--- config.mk ---
export PLATFORM = sky130hd
export DESIGN_NAME = wb_mem_sequencer
export DESIGN_NICKNAME = d
export VERILOG_FILES = /design/src/rtl/cpu_pkg.sv /design/src/rtl/wbseq_timeout_cnt.sv /design/src/rtl/wb_mem_sequencer.sv
export SDC_FILE = /design/constraint.sdc
export NUM_CORES = 1
export LEC_CHECK = 0
export ABC_AREA = 1
export CAP_MARGIN = 25
export CORE_ASPECT_RATIO = 2
export CORE_MARGIN = 5
export CORE_UTILIZATION = 39
export CTS_CLUSTER_SIZE = 16
export DETAILED_ROUTE_END_ITERATION = 16
export GPL_ROUTABILITY_DRIVEN = 0
export GPL_TIMING_DRIVEN = 0
export PLACE_DENSITY = 0.85
export SYNTH_ARGS = -nofsm -noshare
export SYNTH_HDL_FRONTEND = slang
export SYNTH_SLANG_ARGS = --single-unit
export TNS_END_PERCENT = 1
--- constraint.sdc ---
create_clock -name clk -period 1.7 [get_ports clk]
set_clock_uncertainty 0.05 [all_clocks]
set_input_delay 0.17 -clock clk [delete_from_list [all_inputs] [get_ports clk]]
set_output_delay 0.17 -clock clk [all_outputs]
set_load 0.02 [all_outputs]
--- src/rtl/cpu_pkg.sv ---
// ============================================================================
// cpu_pkg: shared types for the memory/writeback sequencer.
// Rev 1.0
// ============================================================================
`default_nettype none

package cpu_pkg;

    typedef enum logic [1:0] {
        IDLE  = 2'd0,
        REQ   = 2'd1,
        WB    = 2'd2,
        ABORT = 2'd3
    } wbseq_state_t;

    typedef enum logic [1:0] {
        OP_ALU   = 2'd0,
        OP_LOAD  = 2'd1,
        OP_STORE = 2'd2
    } wbseq_op_t;

    localparam logic [1:0] WB_SEL_ALU = 2'b00;
    localparam logic [1:0] WB_SEL_MEM = 2'b01;

    // A load wins when execute marks both read and write.
    function automatic wbseq_op_t decode_op(input logic mem_read, input logic mem_write);
        if (mem_read) begin
            return OP_LOAD;
        end else if (mem_write) begin
            return OP_STORE;
        end
        return OP_ALU;
    endfunction

endpackage

`default_nettype wire

--- src/rtl/wbseq_timeout_cnt.sv ---
// ============================================================================
// wbseq_timeout_cnt: clear/enable counter flagging the last allowed cycle.
// Rev 1.0
// ============================================================================
`default_nettype none

module wbseq_timeout_cnt #(
    parameter int TIMEOUT = 16,
    parameter int CNT_W   = 5
) (
    input  logic clk,
    input  logic rst_n,
    input  logic clr,
    input  logic en,
    output logic tc
);

    localparam logic [CNT_W-1:0] C_TC_VAL = CNT_W'(TIMEOUT - 1);

    logic [CNT_W-1:0] r_count;

    always_ff @(posedge clk) begin
        if (!rst_n) begin
            r_count <= '0;
        end else if (clr) begin
            r_count <= '0;
        end else if (en) begin
            r_count <= r_count + 1'b1;
        end
    end

    assign tc = (r_count == C_TC_VAL);

endmodule

`default_nettype wire

--- src/rtl/wb_mem_sequencer.sv ---
// ============================================================================
// wb_mem_sequencer: memory/writeback stage sequencer with dmem req/ack handshake.
// Rev 1.0
// ============================================================================
`default_nettype none

module wb_mem_sequencer
    import cpu_pkg::*;
#(
    parameter int TIMEOUT = 16,
    parameter int CNT_W   = 5
) (
    input  logic        clk,
    input  logic        rst_n,
    input  logic        instr_valid,
    output logic        instr_ready,
    input  logic        mem_read,
    input  logic        mem_write,
    input  logic        reg_write,
    input  logic [4:0]  rd,
    input  logic [31:0] alu_result,
    input  logic [31:0] store_data,
    output logic        dmem_req,
    output logic        dmem_we,
    output logic [31:0] dmem_addr,
    output logic [31:0] dmem_wdata,
    input  logic        dmem_ack,
    input  logic [31:0] dmem_rdata,
    output logic [1:0]  wb_sel,
    output logic [31:0] wb_alu,
    output logic [31:0] wb_rdata,
    output logic        rf_we,
    output logic [4:0]  rf_waddr,
    output logic        stall,
    output logic        bus_err
);

    wbseq_state_t r_state;
    wbseq_state_t w_next;
    wbseq_op_t    r_op;
    wbseq_op_t    w_op;

    logic [31:0] r_alu;
    logic [31:0] r_wdata;
    logic [31:0] r_rdata;
    logic [4:0]  r_rd;
    logic        r_reg_write;
    logic [1:0]  r_wb_sel;
    logic        r_bus_err;

    logic w_accept;
    logic w_in_req;
    logic w_tc;

    assign instr_ready = (r_state == IDLE) || (r_state == WB);
    assign w_accept    = instr_valid & instr_ready;
    assign w_op        = decode_op(mem_read, mem_write);
    assign w_in_req    = (r_state == REQ);

    wbseq_timeout_cnt #(
        .TIMEOUT (TIMEOUT),
        .CNT_W   (CNT_W)
    ) u_timeout_cnt (
        .clk   (clk),
        .rst_n (rst_n),
        .clr   (w_accept),
        .en    (w_in_req),
        .tc    (w_tc)
    );

    always_ff @(posedge clk) begin
        if (!rst_n) begin
            r_state <= IDLE;
        end else begin
            r_state <= w_next;
        end
    end

    always_comb begin
        w_next = r_state;
        case (r_state)
            IDLE, WB: begin
                if (w_accept) begin
                    w_next = (w_op == OP_ALU) ? WB : REQ;
                end else begin
                    w_next = IDLE;
                end
            end
            // An ack arriving on the final allowed cycle still completes normally.
            REQ: begin
                if (dmem_ack) begin
                    w_next = (r_op == OP_LOAD) ? WB : IDLE;
                end else if (w_tc) begin
                    w_next = ABORT;
                end
            end
            ABORT: begin
                w_next = IDLE;
            end
            default: begin
                w_next = IDLE;
            end
        endcase
    end

    always_ff @(posedge clk) begin
        if (!rst_n) begin
            r_op        <= OP_ALU;
            r_alu       <= '0;
            r_wdata     <= '0;
            r_rdata     <= '0;
            r_rd        <= '0;
            r_reg_write <= 1'b0;
            r_wb_sel    <= WB_SEL_ALU;
            r_bus_err   <= 1'b0;
        end else begin
            if (w_accept) begin
                r_op        <= w_op;
                r_alu       <= alu_result;
                r_wdata     <= store_data;
                r_rd        <= rd;
                r_reg_write <= reg_write;
                if (w_op == OP_ALU) begin
                    r_wb_sel <= WB_SEL_ALU;
                end
            end
            if (w_in_req && dmem_ack && (r_op == OP_LOAD)) begin
                r_rdata  <= dmem_rdata;
                r_wb_sel <= WB_SEL_MEM;
            end
            if (w_in_req && !dmem_ack && w_tc) begin
                r_bus_err <= 1'b1;
            end
        end
    end

    assign dmem_req   = w_in_req;
    assign dmem_we    = w_in_req & (r_op == OP_STORE);
    assign dmem_addr  = r_alu;
    assign dmem_wdata = r_wdata;
    assign wb_sel     = r_wb_sel;
    assign wb_alu     = r_alu;
    assign wb_rdata   = r_rdata;
    assign rf_we      = (r_state == WB) & r_reg_write & (r_rd != 5'd0);
    assign rf_waddr   = r_rd;
    assign stall      = ~instr_ready;
    assign bus_err    = r_bus_err;

endmodule

`default_nettype wire

==> impl_results.md <==
* Outcome: complete, no violations
* Post-DP HPWL at 11.59 mm
* FMAX at 613.3 MHz
* Postcts setup bufs at 0
* Cells after Synth at 617
* Number of buffers created by CTS at 17
* Die area at 0.01397 sq mm
* WP depth at 1
* IO Pins at 249
* Power Density at 1047 mW/mm^2
* Fin cells at 1036
* H-tree depth at 4
* Synth cell types at 23
* Max VDD drop at 1.060 mV
* Setup ws final at 69.57 ps
* CP Capture Type: output port
* Crit-path cells: clkdlybuf4s50_1
* Worst path arrival time at 1410 ps
* Final setup viols at 0
* Final period util at 95.91%
* Worst path bufs/invs at 1
* CTS tree: built
* Ranking of synthesized cells by area: dfxtp_1 50%, nor2_1 18%, nand2_1 6.6%
* Post-synth EDFFs at 0
* Setup CP Type: register to output port
* CTS root buf: clkbuf_16
* 1st-pass router iterations at 5
* Max Fanout on Critical Path at 3
* Sequential fraction of the synthesis area at 50.06%
* Core Area at 0.01135 sq mm
* Synth top cells by count: 220 x nor2_1, 113 x dfxtp_1, 80 x nand2_1
* Max Buffers Root-to-Sink at 2
* Chip height at 162.2 um
* M1 GR Usage at 20.15%
* Gr busiest metal: met2
* Syn Nets at 727
* Final instance area at 0.007701 sq mm
* Fillers at 972
* Delay-heaviest family, CP: buffers and inverters
* Area grow syn2layout at 70.40%
* GRT Residual Overflow at 0
* Crit path capture: dmem_addr[5]
* Initial Utilization at 39.80%
* Reg2Reg Depth at 7
* Startpoint Class: register
* Die outline width at 86.12 um
* Largest stage delay, worst path at 630 ps
* HP Class: input pin to register
* DRC Markers at 0
* Port Buf Inserts at 247
* RSZ-0062 raised after global routing: true
* Post-DP Area at 0.007169 sq mm
* Avg Cell Area, Syn at 7.325 sq um
* Final Hold Fails at 0
* Clk_lat worst skew at 390 ps
* Ys async rst share at 0%
* Initial antenna violation count at 0
* Max_cap viols at 0
* # placed instances at 1006
* DP Worst Slack at -184.9 ps
* Reg2reg end: wb_rdata[21]
* Syn Std Cell Area at 0.004519 sq mm
* Clock transition at path regs at 50 ps
* Post-route ant nets at 0
* Vias per std cell at 4.499
* Min cycle time layout at 1630 ps
* DR iter-0 viols at 156
* Yosys top cell area share at 50.06%
* Ant. Diodes at 0
* First-pass GRT wire length at 23.10 mm
* Launch point of the worst path: dmem_addr[5]
* GRT met3 Usage at 5.381%
* M2 GR Usage at 39.60%
* Largest net degree at the start of global routing at 17
* R2R setup slack at 360 ps
* Layout cell share with drive strength beyond 1 at 13.76%
* Count leader, synth: nor2_1
* Nets at 993
* GRT Util Overall at 21.07%
* CTS sink count at 113
* CP max stage cell: clkdlybuf4s50_1
* Critical Path RT at 1480 ps
* Yosys top cell by area: dfxtp_1
* Primary FF master, synth: dfxtp_1
* Leak at 3.407 nW
* Reg2reg start: r_op[1]
* Max-slew violations at 0
* Post-DR wirelength/cell at 14.13 um
* Yosys reg bits at 113
* Vias in the first global route at 4667
* Standard-cell row count at 55
* Synth warn at 0
* Post-Route WL at 14.64 mm
* Vias post-DR at 4661
cell usage in the layout, fill, tap and decap left out:
cell / synthesis / final
nor2_1: 220 / 220
clkdlybuf4s50_1: 0 / 210
dfxtp_1: 113 / 112
nand2_1: 80 / 80
buf_4: 37 / 68
o21ai_0: 60 / 60
inv_1: 42 / 42
clkbuf_16: 0 / 17
o21ai_1: 13 / 13
clkbuf_1: 10 / 11
buf_2: 10 / 10
buf_6: 6 / 6
nand3_1: 5 / 5
a21oi_1: 4 / 4
bufinv_16: 0 / 4
clkinv_2: 0 / 4
buf_1: 3 / 3
nand2_4: 2 / 2
nor3_1: 3 / 2
ha_1: 2 / 2
clkinvlp_4: 0 / 2
clkbuf_2: 0 / 2
dlygate4sd2_1: 0 / 2
inv_2: 1 / 1
nor2_4: 0 / 1
nor3_2: 0 / 1
nor2_8: 1 / 1
o21bai_1: 1 / 1
xor2_1: 1 / 1
a31oi_1: 1 / 1
conb_1: 1 / 1
clkbuf_8: 0 / 1
clkinv_4: 0 / 1
clkdlybuf4s15_2: 0 / 1
dlymetal6s2s_1: 0 / 1
dfxtp_2: 0 / 1
flip-flops by register name, summed over array words and instances, names as in the netlist, 2 cells and up:
register               cells
dmem_addr                 32
dmem_wdata                32
wb_rdata                  32
rf_waddr                   5
u_timeout_cnt.r_count      5
r_op                       2
r_state                    2
logic make-up (layout without fill, tap and decap cells):
kind of cell / count (synthesis) / count (layout) / synth area share (%)
buf+inv: 109 / 386 / 13.40
simple gates: 312 / 312 / 26.88
xor+xnor: 1 / 1 / 0.1938
fa+ha+maj: 2 / 2 / 0.5536
compound gates: 79 / 79 / 8.832
flops: 113 / 113 / 50.06
other cells: 1 / 1 / 0.08298
how the worst min path moves through the flow:
stage                        start             end  slack (ps)  depth (start not counted)
finish              dmem_rdata[10]    wb_rdata[10]         330                          5
global route        store_data[17]  dmem_wdata[17]         320                          3
CTS                 store_data[17]  dmem_wdata[17]         310                          3
detailed placement       wb_sel[0]       wb_sel[0]         420                          2
global placement           bus_err         bus_err         400                          2
floorplan                mem_write         r_op[1]         260                          2
cell type report:
| cell class | count | area, sq um | area share [%] |
|---|---|---|---|
| Clock inverter | 11 | 163.9 | 2.128 |
| Clock buffer | 19 | 442.9 | 5.751 |
| Inverter | 43 | 161.4 | 2.096 |
| Tap cell | 142 | 177.7 | 2.307 |
| Timing Repair Buffer | 247 | 2386 | 30.98 |
| Multi-Input combinational cell | 395 | 1662 | 21.58 |
| Buffer | 66 | 444.2 | 5.768 |
| Sequential cell | 113 | 2263 | 29.39 |
layer usage:
metal  vias to the layer above  wire length (um)
li1                       2378                 -
met1                      2078              4886
met2                       167              8164
met3                        38               943
met4                         0               649
met5                         -                 0
stage by stage:
stage / hold slack [ps] / TNS (ps) / util (%) / power (mW)
after detailed placement: 416.6 / -6013 / 63.14 / 4.496
final: 325.2 / 0 / 67.82 / 8.065
after global placement: 400.2 / -4304 / 63.14 / 4.466
after CTS: 309.6 / 0 / 68.00 / 8.154
after floorplan: 258.7 / 0 / - / 3.691
after global routing: 323.0 / -16.31 / 67.82 / 8.397
power by group:
group / switching [mW] / internal, mW
combinational: 0.717 / 0.764
clock: 1.19 / 2.46
sequential: 0.111 / 2.82
total: 2.02 / 6.04
timing repair:
action | in CTS | in global routing
hold buffers | 0 | 0
gates resized for setup | 33 | 14
endpoints found under the setup margin | 28 | 12
Note: power is estimated with default switching activity, not from simulation.
